## config.mk

```make
export PLATFORM = sky130hd
export DESIGN_NAME = cache_line_mover
export DESIGN_NICKNAME = d
export VERILOG_FILES = /design/src/rtl/cache_line_mover.sv
export SDC_FILE = /design/constraint.sdc
export NUM_CORES = 1
export LEC_CHECK = 0
export ABC_AREA = 1
export BUFFER_PORTS_ARGS = -buffer_cell sky130_fd_sc_hd__buf_2
export CAP_MARGIN = 20
export CORE_ASPECT_RATIO = 1.25
export CORE_MARGIN = 4
export CORE_UTILIZATION = 36
export DETAILED_ROUTE_END_ITERATION = 6
export SLEW_MARGIN = 20
export SYNTH_ARGS = -nofsm -noshare
export SYNTH_HDL_FRONTEND = slang
export SYNTH_SLANG_ARGS = --single-unit
export TNS_END_PERCENT = 10
```

## constraint.sdc

```tcl
create_clock -name clk -period 10.84 [get_ports clk]
set_input_delay 2.168 -clock clk [delete_from_list [all_inputs] [get_ports clk]]
set_output_delay 2.168 -clock clk [all_outputs]
set_load 0.02 [all_outputs]
```

## src/rtl/cache_line_mover.sv

```systemverilog
// Cache block mover: optional dirty-victim writeback SRAM->memory, then refill memory->SRAM with critical-word forwarding.
// Define CACHE_LINE_MOVER_CRITICAL_WORD_FIRST_EN to start the refill at fill_word instead of word 0.
module cache_line_mover #(
    parameter int LANES       = 4,
    parameter int BLOCK_WORDS = 32,
    parameter int SRAM_AW     = 10
) (
    input  logic                           clk,
    input  logic                           rst,
    input  logic                           req,
    input  logic                           evict,
    input  logic [31:0]                    victim_addr,
    input  logic [31:0]                    fill_addr,
    input  logic [$clog2(BLOCK_WORDS)-1:0] fill_word,
    input  logic [SRAM_AW-1:0]             sram_base,
    output logic                           busy,
    output logic                           done,
    output logic                           crit_valid,
    output logic [8*LANES-1:0]             crit_data,
    output logic                           mem_ren,
    output logic                           mem_wen,
    output logic [31:0]                    mem_addr,
    output logic [8*LANES-1:0]             mem_din,
    input  logic [8*LANES-1:0]             mem_dout,
    input  logic                           mem_busy,
    output logic [8*LANES-1:0]             cell_din,
    output logic [LANES-1:0]               cell_sense_en,
    output logic [LANES-1:0]               cell_wen,
    output logic [SRAM_AW-1:0]             cell_addr,
    input  logic [8*LANES-1:0]             cell_dout
);

    localparam int DW = 8 * LANES;
    localparam int WW = $clog2(BLOCK_WORDS);

`ifdef CACHE_LINE_MOVER_CRITICAL_WORD_FIRST_EN
    localparam bit CWF_EN = 1'b1;
`else
    localparam bit CWF_EN = 1'b0;
`endif

    typedef enum logic [1:0] {
        IDLE = 2'd0,
        WB   = 2'd1,
        FILL = 2'd2,
        DONE = 2'd3
    } state_t;

    function automatic logic [31:0] word_off(input logic [WW-1:0] idx);
        word_off = 32'(idx) * 32'(LANES);
    endfunction

    function automatic logic [SRAM_AW-1:0] sram_at(input logic [SRAM_AW-1:0] base,
                                                   input logic [WW-1:0] idx);
        sram_at = base + SRAM_AW'(idx);
    endfunction

    function automatic logic [WW-1:0] fill_start(input logic [WW-1:0] fw);
        fill_start = CWF_EN ? fw : {WW{1'b0}};
    endfunction

    state_t              state_r;
    logic [31:0]         victim_r;
    logic [31:0]         fill_r;
    logic [WW-1:0]       fw_r;
    logic [SRAM_AW-1:0]  base_r;
    logic [WW-1:0]       rd_idx_r;
    logic                rd_en_r;
    logic                wen_r;
    logic                hold_valid_r;
    logic [DW-1:0]       hold_data_r;
    logic [WW-1:0]       fc_r;
    logic                ren_r;
    logic [31:0]         addr_r;
    logic                cwen_r;
    logic [SRAM_AW-1:0]  caddr_r;
    logic                crit_r;
    logic                busy_r;
    logic                done_r;

    logic                sense_fire_s;
    logic                wr_accept_s;
    logic                rd_accept_s;
    logic [WW-1:0]       fill_w_s;

    // SRAM reads are gated by the stall combinationally so a held write never has a second word racing behind it.
    assign sense_fire_s = (state_r == WB) & rd_en_r & ~mem_busy;
    assign wr_accept_s  = wen_r & ~mem_busy;
    assign rd_accept_s  = ren_r & ~mem_busy;
    assign fill_w_s     = fill_start(fw_r) + fc_r;

    assign busy          = busy_r;
    assign done          = done_r;
    assign crit_valid    = crit_r;
    assign crit_data     = crit_r ? mem_dout : {DW{1'b0}};
    assign mem_ren       = ren_r;
    assign mem_wen       = wen_r;
    assign mem_addr      = addr_r;
    assign mem_din       = !wen_r ? {DW{1'b0}} : (hold_valid_r ? hold_data_r : cell_dout);
    assign cell_din      = cwen_r ? mem_dout : {DW{1'b0}};
    assign cell_sense_en = {LANES{sense_fire_s}};
    assign cell_wen      = {LANES{cwen_r}};
    assign cell_addr     = caddr_r;

    // Move sequencer: state, word counters and all registered strobes.
    always_ff @(posedge clk or posedge rst) begin
        if (rst) begin
            state_r      <= IDLE;
            victim_r     <= 32'h0000_0000;
            fill_r       <= 32'h0000_0000;
            fw_r         <= {WW{1'b0}};
            base_r       <= {SRAM_AW{1'b0}};
            rd_idx_r     <= {WW{1'b0}};
            rd_en_r      <= 1'b0;
            wen_r        <= 1'b0;
            hold_valid_r <= 1'b0;
            hold_data_r  <= {DW{1'b0}};
            fc_r         <= {WW{1'b0}};
            ren_r        <= 1'b0;
            addr_r       <= 32'h0000_0000;
            cwen_r       <= 1'b0;
            caddr_r      <= {SRAM_AW{1'b0}};
            crit_r       <= 1'b0;
            busy_r       <= 1'b0;
            done_r       <= 1'b0;
        end else begin
            done_r <= 1'b0;
            crit_r <= 1'b0;
            cwen_r <= 1'b0;
            case (state_r)
                IDLE: begin
                    if (req) begin
                        victim_r <= victim_addr;
                        fill_r   <= fill_addr;
                        fw_r     <= fill_word;
                        base_r   <= sram_base;
                        busy_r   <= 1'b1;
                        if (evict) begin
                            state_r  <= WB;
                            rd_idx_r <= {WW{1'b0}};
                            rd_en_r  <= 1'b1;
                            caddr_r  <= sram_base;
                        end else begin
                            state_r <= FILL;
                            fc_r    <= {WW{1'b0}};
                            ren_r   <= 1'b1;
                            addr_r  <= fill_addr + word_off(fill_start(fill_word));
                        end
                    end
                end
                WB: begin
                    if (sense_fire_s) begin
                        wen_r        <= 1'b1;
                        hold_valid_r <= 1'b0;
                        addr_r       <= victim_r + word_off(rd_idx_r);
                        rd_idx_r     <= rd_idx_r + WW'(1);
                        caddr_r      <= sram_at(base_r, rd_idx_r + WW'(1));
                        rd_en_r      <= (rd_idx_r != WW'(BLOCK_WORDS - 1));
                    end else if (wr_accept_s) begin
                        // Last word accepted with nothing left to read: start the refill next cycle.
                        wen_r        <= 1'b0;
                        hold_valid_r <= 1'b0;
                        state_r      <= FILL;
                        fc_r         <= {WW{1'b0}};
                        ren_r        <= 1'b1;
                        addr_r       <= fill_r + word_off(fill_start(fw_r));
                    end else if (wen_r && !hold_valid_r) begin
                        hold_data_r  <= cell_dout;
                        hold_valid_r <= 1'b1;
                    end
                end
                FILL: begin
                    if (rd_accept_s) begin
                        cwen_r  <= 1'b1;
                        caddr_r <= sram_at(base_r, fill_w_s);
                        crit_r  <= (fill_w_s == fw_r);
                        fc_r    <= fc_r + WW'(1);
                        if (fc_r == WW'(BLOCK_WORDS - 1)) begin
                            ren_r <= 1'b0;
                        end else begin
                            addr_r <= fill_r + word_off(fill_w_s + WW'(1));
                        end
                    end else if (cwen_r && !ren_r) begin
                        state_r <= DONE;
                        done_r  <= 1'b1;
                    end
                end
                DONE: begin
                    state_r <= IDLE;
                    busy_r  <= 1'b0;
                end
                default: begin
                    state_r <= IDLE;
                    busy_r  <= 1'b0;
                end
            endcase
        end
    end

endmodule

```

After elaboration in Yosys (flattened, before gate mapping):

Cells that the tools add are included.

* divide/modulo/power cells: 0
* shift operators: 0
* reductions and logical operators: 21
* $mul: 0
* add/sub/neg operators: 6
* muxes and demuxes: 58
* equality and inequality tests: 18
* bitwise operators: 7
* magnitude comparators: 0

Operator list (count)
* 2-to-1 mux 32 bit: 10
* one-hot mux 32 bit (3 select lines): 1
* adder 32 x 7 -> 32 bit: 2
* 2-to-1 mux 10 bit: 4
* 2-to-1 mux 5 bit: 8
* one-hot mux 10 bit (3 select lines): 1
* 2-to-1 mux 1 bit: 22
* inequality test 2 bit, second input constant: 11
* adder 10 x 5 -> 10 bit: 2
* one-hot mux 5 bit (3 select lines): 1
* 2-to-1 mux 2 bit: 6
* AND reduction 6 bit: 2
* adder 5 x 1 -> 5 bit, second input constant: 2
* one-hot mux 5 bit (2 select lines): 1
* AND reduction 5 bit: 2
* one-hot mux 2 bit (4 select lines): 1
* AND reduction 2 bit: 4
* AND reduction 4 bit: 2
* AND reduction 7 bit: 1
* nonzero test 2 bit: 3
* nonzero test 3 bit: 2
* equality test 5 bit: 1
* equality test 5 bit, second input constant: 1
* inequality test 5 bit, second input constant: 1
* other kinds (10): 19

* ROM bits: 0
* output and inout port bits: 151
* bits in registers: 173
* bits in latches: 0
* memories: 0
* word-level logic and storage cells: 128
* bits in writable memories: 0

Logic depth before layout (Yosys ltp):

Gate-level depths: netlist of run 1.

* depth after elaboration: 5
* gate-level depth with buffers: 20
* mapped depth without buffers: 19

Least setup slack after synthesis of run 1:

OpenSTA, ideal clock, no wires.

* path type: input -> output
* start point: in mem_busy
* end point: out cell_sense_en[0]
* slack: 5.683 ns
* stages on the path: 6
* buffers on the path: 3
* data arrival time: 2.989 ns
* path through: nor2_4 > nand2_4 > inv_4 > buf_2 > buf_2 > buf_4

* word-level cells in the longest chain between the ends: 2

Ends and longest elaborated chain
* from (decl): RTL line 25 `input logic mem_busy,`
* inverter 1 bit: RTL line 87 `assign sense_fire_s = (state_r == WB) & rd_en_r & ~mem_busy;`
* AND 1 bit: RTL line 87
* to (decl): RTL line 27 `output logic [LANES-1:0] cell_sense_en,`

Every way passes these cells.

Final worst setup path of run 1:

* start point: in mem_busy
* end point: out cell_sense_en[1]

The elaborated chain is that of the path after synthesis.

==> impl.org, run 1 <==
** Synth
- Syn_area_per_cell :: 6.700 um2
- Biggest area consumer among synthesized cells :: dfrtp_1
- Warnings from Yosys :: 0
- The mapped netlist covers 11070 um2.
- Async SR Flop Fraction :: 100.0%
- Among all flip-flop cells after synthesis, the most frequent one is dfrtp_1.
- Net count after synthesis :: 1828
- In this run, synthesis inferred 0 flip-flops with an integrated enable.
- The synthesized design contains 173 register bits.
- After technology mapping, the gate count stands at roughly 1700.
- Top area cells in the synthesized netlist :: dfrtp_1 (39%), nand2_1 (18%), inv_1 (8.3%), o21ai_0 (7.5%), a21oi_1 (5.6%)
- The top cell type by area accounts for roughly two fifths of the synthesized area.
- Sequential area share after synthesis :: 39.09%
- Unique masters post-synth :: 41

** Timing
- Final worst path period share :: 49.56%
- The hold violation count in the final report was 0.
- Final worst path period need :: 5.372 ns
- Headroom to the max-slew limit came out at 33.57%.
- At the pin with the least slew margin, the transition time is 0.9861 ns.
- RSZ-0062 raised after global routing :: false
- Largest clock skew in the final design :: 0.01640 ns
- Static timing analysis puts the maximum clock frequency at 186.1 MHz.
- Final setup violating endpoints :: 0
- The final-report max-slew violation count is 0.
- Setup slack of the critical path after layout :: about 5.5 ns
- Setup Total Neg Slack :: 0 ns

** Floorplanning
- Cell Rows :: a little over 70
- The floorplan step defined a die boundary enclosing 33650 um2.
- For this configuration, the core starts out at a cell density of 36.67%.
- The floorplan step set the die height to between 200 and 250 um.
- Die Span X :: approximately 160 um
- CORE AREA :: 30200 um2
- I/O Pins :: 299

** Setup path
- Element type at the critical path start :: primary input
- Slowest cell delay on critical path :: 0.37 ns
- For the worst flop-to-flop path, the logic depth is 14.
- Worst Setup End Kind :: primary output
- The worst register-to-register path begins at state_r[1]$_DFFE_PP0P_.
- In this run the worst path has a maximum fanout of 33.
- Setup slack on the worst reg-to-reg path comes out at between 7 and 8 ns.
- The slowest stage of the critical path is the inv_4 cell.
- The cell that appears most often on the critical path is buf_2.
- Traced cell by cell, the critical path runs through buf_2 > nor2_4 > nand2_4 > inv_4 > buf_2.
- Arrival time of data at the critical path endpoint :: 3.20 ns
- Top delay family on crit path :: buffers and inverters
- Total buffers and inverters traversed by the critical path :: 3
- The worst setup path is of the primary input to primary output kind.
- Worst EP required :: just under 9 ns
- Critical register-to-register path endpoint :: mem_addr[22]$_DFFE_PP0P_

** GRT
- Met2 GRT Util :: 34.47%
- Sum of overflow across all layers after global routing :: 0
- Overall fraction of global-route tracks in use :: 20.24%
- The global routing stage identified its most utilized layer as met2.
- For this run, global-route usage on met1 was measured as 25.40%.
- The first global-routing pass estimated 54310 um of wire.
- Entering global routing, the biggest net connects 93 pins.
- The via count of the first global-routing pass is 10610.
- Met3 Resource Use GR :: 3.954%
- Initial antenna violation count :: 1

** Placement
- Prior to clock tree synthesis, the placed netlist has a worst setup slack of 5.465 ns.
- Final RePlAce weighted congestion :: 0.9266
- Buffers placed on the I/O ports in this run total 298.
- Placed wire-length estimate :: between 20000 and 30000 um

** Drt
- After detailed routing, the average wire length per cell comes to 14.98 um.
- Vias :: 11170
- Per-cell via count in the routed design :: 4.831
- For this run, the detailed router's first-pass iteration total came to 5.
- In this run the remaining antenna-violating nets after routing total 0.
- After the first detailed-routing iteration, the DRC count stood at 758.
- The routed design has 34640 um of wire.
- After detailed routing, the number of remaining DRC violations is 0.

** Min path
- Counting instances, the worst hold path has a depth of 2.
- The min-delay analysis places its worst path in the category register to register.
- Sink of the worst hold path :: mem_addr[12]$_DFFE_PP0P_
- In this run the most critical hold path is launched from mem_addr[12]$_DFFE_PP0P_.

** Clock tree
- Number of buffers created by CTS :: 17
- The number of hold buffers added after CTS was 0.
- Post CTS Setup Buffer Count :: 0
- Number of resized instances in the post-cts repair step :: 0
- Longest Clk Path Bufs :: 2
- Counting every sink on the clock net gives 173.
- CTS tree :: done
- Clock latency reported for the late side of the worst-skew pair :: 0.44 ns
- Clock root buffer :: clkbuf_16
- The H-tree generated during clock tree synthesis spans 4 levels.
- After clock tree synthesis, the clock-pin slew on the worst setup and hold paths is 0.06 ns.

** Layout
- In the final design database the tool counted 2074 nets.
- Counting the fill cells in the layout gives 3179.
- In the layout the commonest cells are nand2_1 (537), buf_2 (298), inv_1 (243).
- Diodes inserted :: 0
- Area growth, synth to finish :: 21.21%
- Of the cells placed in the final design, the portion with a size suffix greater than 1 is 18.88%.
- Measured on the finished design, the core utilization comes to 44.44%.
- Commonest non-fill, non-tap cell in the layout :: nand2_1

** Pwr
- Across the VDD grid, the largest voltage drop is 0.0001316 V.
- Leakage component of the power :: 0.007613 uW
- Power Density :: 293.5 nW/um2

** Status
- Outcome :: completed

** Run
- Max-cap violations in this run came to 0.
[synth_stat cells, types with 2 or more instances]
cell / n
nand2_1: 538
inv_1: 245
dfrtp_1: 173
o21ai_0: 167
a21oi_1: 124
nand3_1: 114
nor2_1: 87
clkbuf_1: 50
ha_1: 24
nand4_1: 21
buf_2: 9
nor3_1: 9
xor2_1: 9
buf_1: 8
buf_4: 8
o21ai_1: 6
o21bai_1: 6
xnor2_1: 6
a21o_1: 4
buf_6: 4
or2_2: 4
fa_1: 3
inv_2: 3
inv_4: 3
o211ai_1: 3
o22ai_1: 3
a21oi_2: 2
a31oi_1: 2
nand3b_1: 2
nor2_4: 2
nor2_8: 2
o21a_1: 2
o221ai_1: 2
[worst max path at each step]
stage,start,endpoint,slack [ns],cells past startpoint
6_report,mem_busy,cell_sense_en[1],5.47,5
5_1_grt,mem_busy,cell_sense_en[1],5.40,5
4_1_cts,mem_busy,cell_sense_en[1],5.48,5
3_5_place_dp,mem_busy,cell_sense_en[1],5.47,5
3_3_place_gp,mem_busy,cell_sense_en[1],5.49,5
2_1_floorplan,rst,base_r[0]$_DFFE_PP0P_,3.98,1
[worst min-delay path: cells and delay by family, from the launching register on]
kind,cells,cell delay [ns]
and+or+nand+nor,2,0.10
DFF,1,0.34
[state kept, by name (all words and copies together) (netlist names), 2 cells and up]
register     flops
fill_r          32
hold_data_r     32
mem_addr        32
victim_r        32
base_r          10
cell_addr       10
fc_r             5
fw_r             5
rd_idx_r         5
state_r          2
[per-layer routing]
| metal | vias to the layer above | routed length [um] | part of all wire [%] |
|---|---|---|---|
| li1 | 5711 | - | - |
| met1 | 5048 | 14760 | 43 |
| met2 | 354 | 16680 | 48 |
| met3 | 59 | 2144 | 6.2 |
| met4 | 2 | 1043 | 3.0 |
| met5 | - | 11 | 0.032 |
[power breakdown]
part | internal (uW) | total (uW) | switching [uW]
logic | 657 | 2010 | 1350
clock network | 417 | 689 | 272
registers | 943 | 1240 | 297
[logic make-up (layout without fill, tap and decap cells)]
group / after synthesis / after routing / synth area share (%)
simple gates: 783 / 783 / 29.23
buf+inv: 330 / 589 / 11.90
compound gates: 325 / 325 / 15.34
flops: 173 / 173 / 39.09
fa+ha+maj: 27 / 27 / 3.254
xor+xnor: 15 / 15 / 1.186
[per-stage QoR]
step                power [uW]  instance area [um2]  std cells  hold slack, ns
global route              4289                13420       2313          0.4980
floorplan                 2662                11070       1653          0.4479
detailed placement        3263                12770       2281          0.4596
CTS                       3971                13420       2313          0.4823
finish                    3940                13420       2313          0.4727
global placement          3228                12770       2281          0.4601
[layout make-up]
| cell class | instances | area [um2] | area share (%) |
|---|---|---|---|
| Sequential cell | 173 | 4332 | 32.27 |
| Timing Repair Buffer | 306 | 1551 | 11.56 |
| Tap cell | 401 | 501.7 | 3.738 |
| Inverter | 251 | 954.7 | 7.112 |
| Multi-Input combinational cell | 1150 | 5430 | 40.45 |
| Clock buffer | 19 | 442.9 | 3.300 |
| Clock inverter | 13 | 210.2 | 1.566 |
No activity file was read; power rests on OpenSTA's default activity.
==> run 2: changes to the inputs <==
==> constraint.sdc (replaced) <==
create_clock -name clk -period 5.15 [get_ports clk]
set_input_delay 1.03 -clock clk [delete_from_list [all_inputs] [get_ports clk]]
set_output_delay 1.03 -clock clk [all_outputs]
set_load 0.02 [all_outputs]
==> impl.org, run 2 (synthesized netlist as in run 1, its figures left out) <==
** Placement
- PortBufs :: 298 (unchanged)
- The final weighted congestion in routability-driven placement is 0.9334 (+0.73%).
- Placed wire-length estimate :: 26750 um (+1.9%)
- The total instance count after detailed placement is 2282 (+0.044%).
- The instance area after placement is 12790 um2 (+0.15%).
- Setup Slack @ Placement :: 1.757 ns (-3.708 ns)

** Timing
- Final worst path period share :: 64.00%
- The maximum clock skew at final layout came to 0.01034 ns (-0.006061 ns).
- Final setup violating endpoints :: 0 (unchanged)
- Worst Tran Pin Value :: 0.9902 ns (+0.004117 ns)
- Total count of max-transition violations in the final report :: 0 (unchanged)
- Counting I/O delays and the setup requirement, the final critical path takes 3.296 ns.
- The normalized max-slew margin was 33.99% (+0.42 points).
- The sum of negative setup slack came to 0 ns (unchanged).
- The hold violation count in the final report is 0 (unchanged).
- Setup repair after global routing left no endpoint under its margin.
- Static timing analysis puts the maximum clock frequency at 303.4 MHz.
- Setup slack of the critical path after layout :: 1.854 ns (-3.614 ns)

** Pwr
- The standby leakage power was 0.007580 uW (-0.42%).
- Power Density :: 604.9 nW/um2 (+110%)
- Overall power :: 8075 uW (+100%)
- Worst vdd ir :: 0.0002495 V (+90%)

** Setup path
- Top delay family on crit path :: buffers and inverters
- Element type at the critical path start :: register
- STA classifies the critical path endpoint as a primary output.
- By instance count, the cell type seen most on the critical path is inv_4.
- The stage delay of the slowest cell on the critical path is 0.42 ns (+0.05 ns).
- Total buffers and inverters traversed by the critical path :: 4 (+1)
- Arrival time of data at the critical path endpoint :: 2.27 ns (-0.93 ns)
- The internal reg-to-reg setup slack was 1.97 ns (-5.56 ns).
- Among all stages on the critical path, the largest delay is contributed by dfrtp_1.
- The worst setup path is of the register to primary output kind.
- Largest fanout on the critical path :: 33 (unchanged)
- Walking the worst path, the cells encountered are inv_1 > ha_1 > inv_4 > nor2_4 > nand2_4 > inv_4 > buf_2.
- Worst EP required :: 4.12 ns (-4.55 ns)

** Floorplanning
- The width of the die came to 164.9 um (unchanged).
- I/O Pins :: 299 (unchanged)
- The total number of placement rows is 71 (unchanged).
- The area of the placeable core is 30200 um2 (unchanged).
- The vertical die dimension is 204.1 um (unchanged).
- Area of the die :: 33650 um2 (unchanged)
- Initial core utilization :: 36.67% (unchanged)

** Clock tree
- Clock root buffer :: clkbuf_16
- Cts-stage hold buffer count :: 0 (unchanged)
- Post CTS Setup Buffer Count :: 0 (unchanged)
- Clock latency reported for the late side of the worst-skew pair :: 0.43 ns (about the same)
- Number of buffers created by CTS :: 17 (unchanged)
- CTS tree :: done
- Number of resized instances in the post-cts repair step :: 0 (unchanged)
- The maximum number of buffers from clock root to sink was 2 (unchanged).
- Clock edge transition at the registers on the reported setup and hold paths :: 0.07 ns (about the same)
- The deepest level of the CTS H-tree came to 4 (unchanged).
- Total number of clock tree sinks :: 173 (unchanged)

** Drt
- The routed wire length is 34720 um (+0.22%).
- Vias :: 11180 (+0.063%)
- Antenna viol nets, final :: 0 (unchanged)
- First drt pass iteration count :: 5 (unchanged)
- Routed length per instance :: 15.00 um (+0.13%)
- Per-cell via count in the routed design :: 4.830 (about the same)
- The detailed router's first-iteration violation count was 806 (+6.3%).
- The remaining design rule violation count is 0 (unchanged).

** Status
- The run finished with clean final reports.

** Layout
- Fill cell total of the finished layout :: 3243 (+2.0%)
- Cell area after layout :: 13350 um2 (-0.56%)
- Share of final-layout standard cells stronger than drive strength 1 :: 18.92% (+0.042 points)
- Most used cells in the layout excluding fill and tap cells :: nand2_1 (537), buf_2 (298), inv_1 (243)
- From synthesis to final layout, the design area changed by 20.53%.
- Final cell count without fillers :: 2315 (+0.086%)
- Commonest non-fill, non-tap cell in the layout :: nand2_1
- Footprint of the multi-input gates :: 5430 um2 (unchanged)
- The sequential standard cell area was 4330 um2 (about the same).
- Final net count :: 2075 (+0.048%)

** GRT
- The via count of the first global-routing pass is 10540 (-0.58%).
- The routing usage on met3 was 3.087% (-0.87 points).
- Most crowded layer after global routing :: met2
- Met1 track utilization from global routing :: 26.64% (+1.2 points)
- The number of antenna violations at the first check in global routing was 2 (+1).
- Met2 GRT Util :: 35.67% (+1.2 points)
- Overall fraction of global-route tracks in use :: 20.39% (+0.16 points)
- The leftover overflow at the end of global routing came to 0 (unchanged).
- The global-route wire length before repair is 55190 um (+1.6%).
- Largest net degree at the start of global routing :: 93 (unchanged)

** Min path
- The path class of the tightest hold or removal check is register to register.

** Run
- MaxCap Viol Count :: 0 (unchanged)
-- run 2: cell types whose count changed in the layout (fill, tap and decap cells not counted), sizes merged --
cell and change:
bufinv -5, buf +1, clkinv +3, diode +1
inv +2
-- run 2: metrics by stage --
stage | hold slack (ns) | utilization (%)
finish | 0.4791 | 44.19
global route | 0.5016 | 44.18
CTS | 0.4809 | 44.18
detailed placement | 0.4615 | 42.33
global placement | 0.4622 | 42.33
floorplan | 0.4479 | -
-- run 2: final cells by class --
type	instances	area share [%]
Clock buffer	19	3.393
Timing Repair Buffer	307	11.77
Tap cell	401	3.759
Inverter	251	7.143
Sequential cell	173	32.44
Multi-Input combinational cell	1150	40.68
Antenna cell	1	0.01875
Clock inverter	13	0.7874
-- run 2: routing by layer --
| metal | vias up | share of wire, % |
|---|---|---|
| met5 | - | 0.037 |
| met4 | 2 | 1.3 |
| met3 | 26 | 5.8 |
| met2 | 325 | 49 |
| met1 | 5118 | 44 |
| li1 | 5710 | - |
-- run 2: where the power goes --
part | internal, uW | switching (uW) | leakage (uW) | total, uW
clock | 654 | 584 | 0.000276 | 1240
combinational | 1380 | 2840 | 0.00515 | 4220
sequential | 1980 | 628 | 0.00215 | 2610
-- run 2: worst register-to-register path: stages, from the launching register on --
cell and delay [ns]:
dfrtp_1 0.40, inv_1 0.09, ha_1 0.26, inv_4 0.18
nor2_4 0.06, nand2_4 0.18, inv_4 0.21, nor2_8 0.43
inv_4 0.07, o21ai_2 0.16, nor2_4 0.06, inv_2 0.67
a21oi_1 0.14, nand2_1 0.11, nand2_1 0.05
-- run 2: path summary, 6_finish.rpt --
| kind | from | end | cells past startpoint |
|---|---|---|---|
| max | state_r[1]$_DFFE_PP0P_ | cell_sense_en[1] | 7 |
| min | mem_addr[12]$_DFFE_PP0P_ | mem_addr[12]$_DFFE_PP0P_ | 2 |
| max reg2reg | state_r[1]$_DFFE_PP0P_ | mem_addr[30]$_DFFE_PP0P_ | 14 |
| min reg2reg | mem_addr[12]$_DFFE_PP0P_ | mem_addr[12]$_DFFE_PP0P_ | 2 |
| max in group asynchronous | rst | fill_r[30]$_DFFE_PP0P_ | 3 |
| min in group asynchronous | rst | fill_r[4]$_DFFE_PP0P_ | 2 |
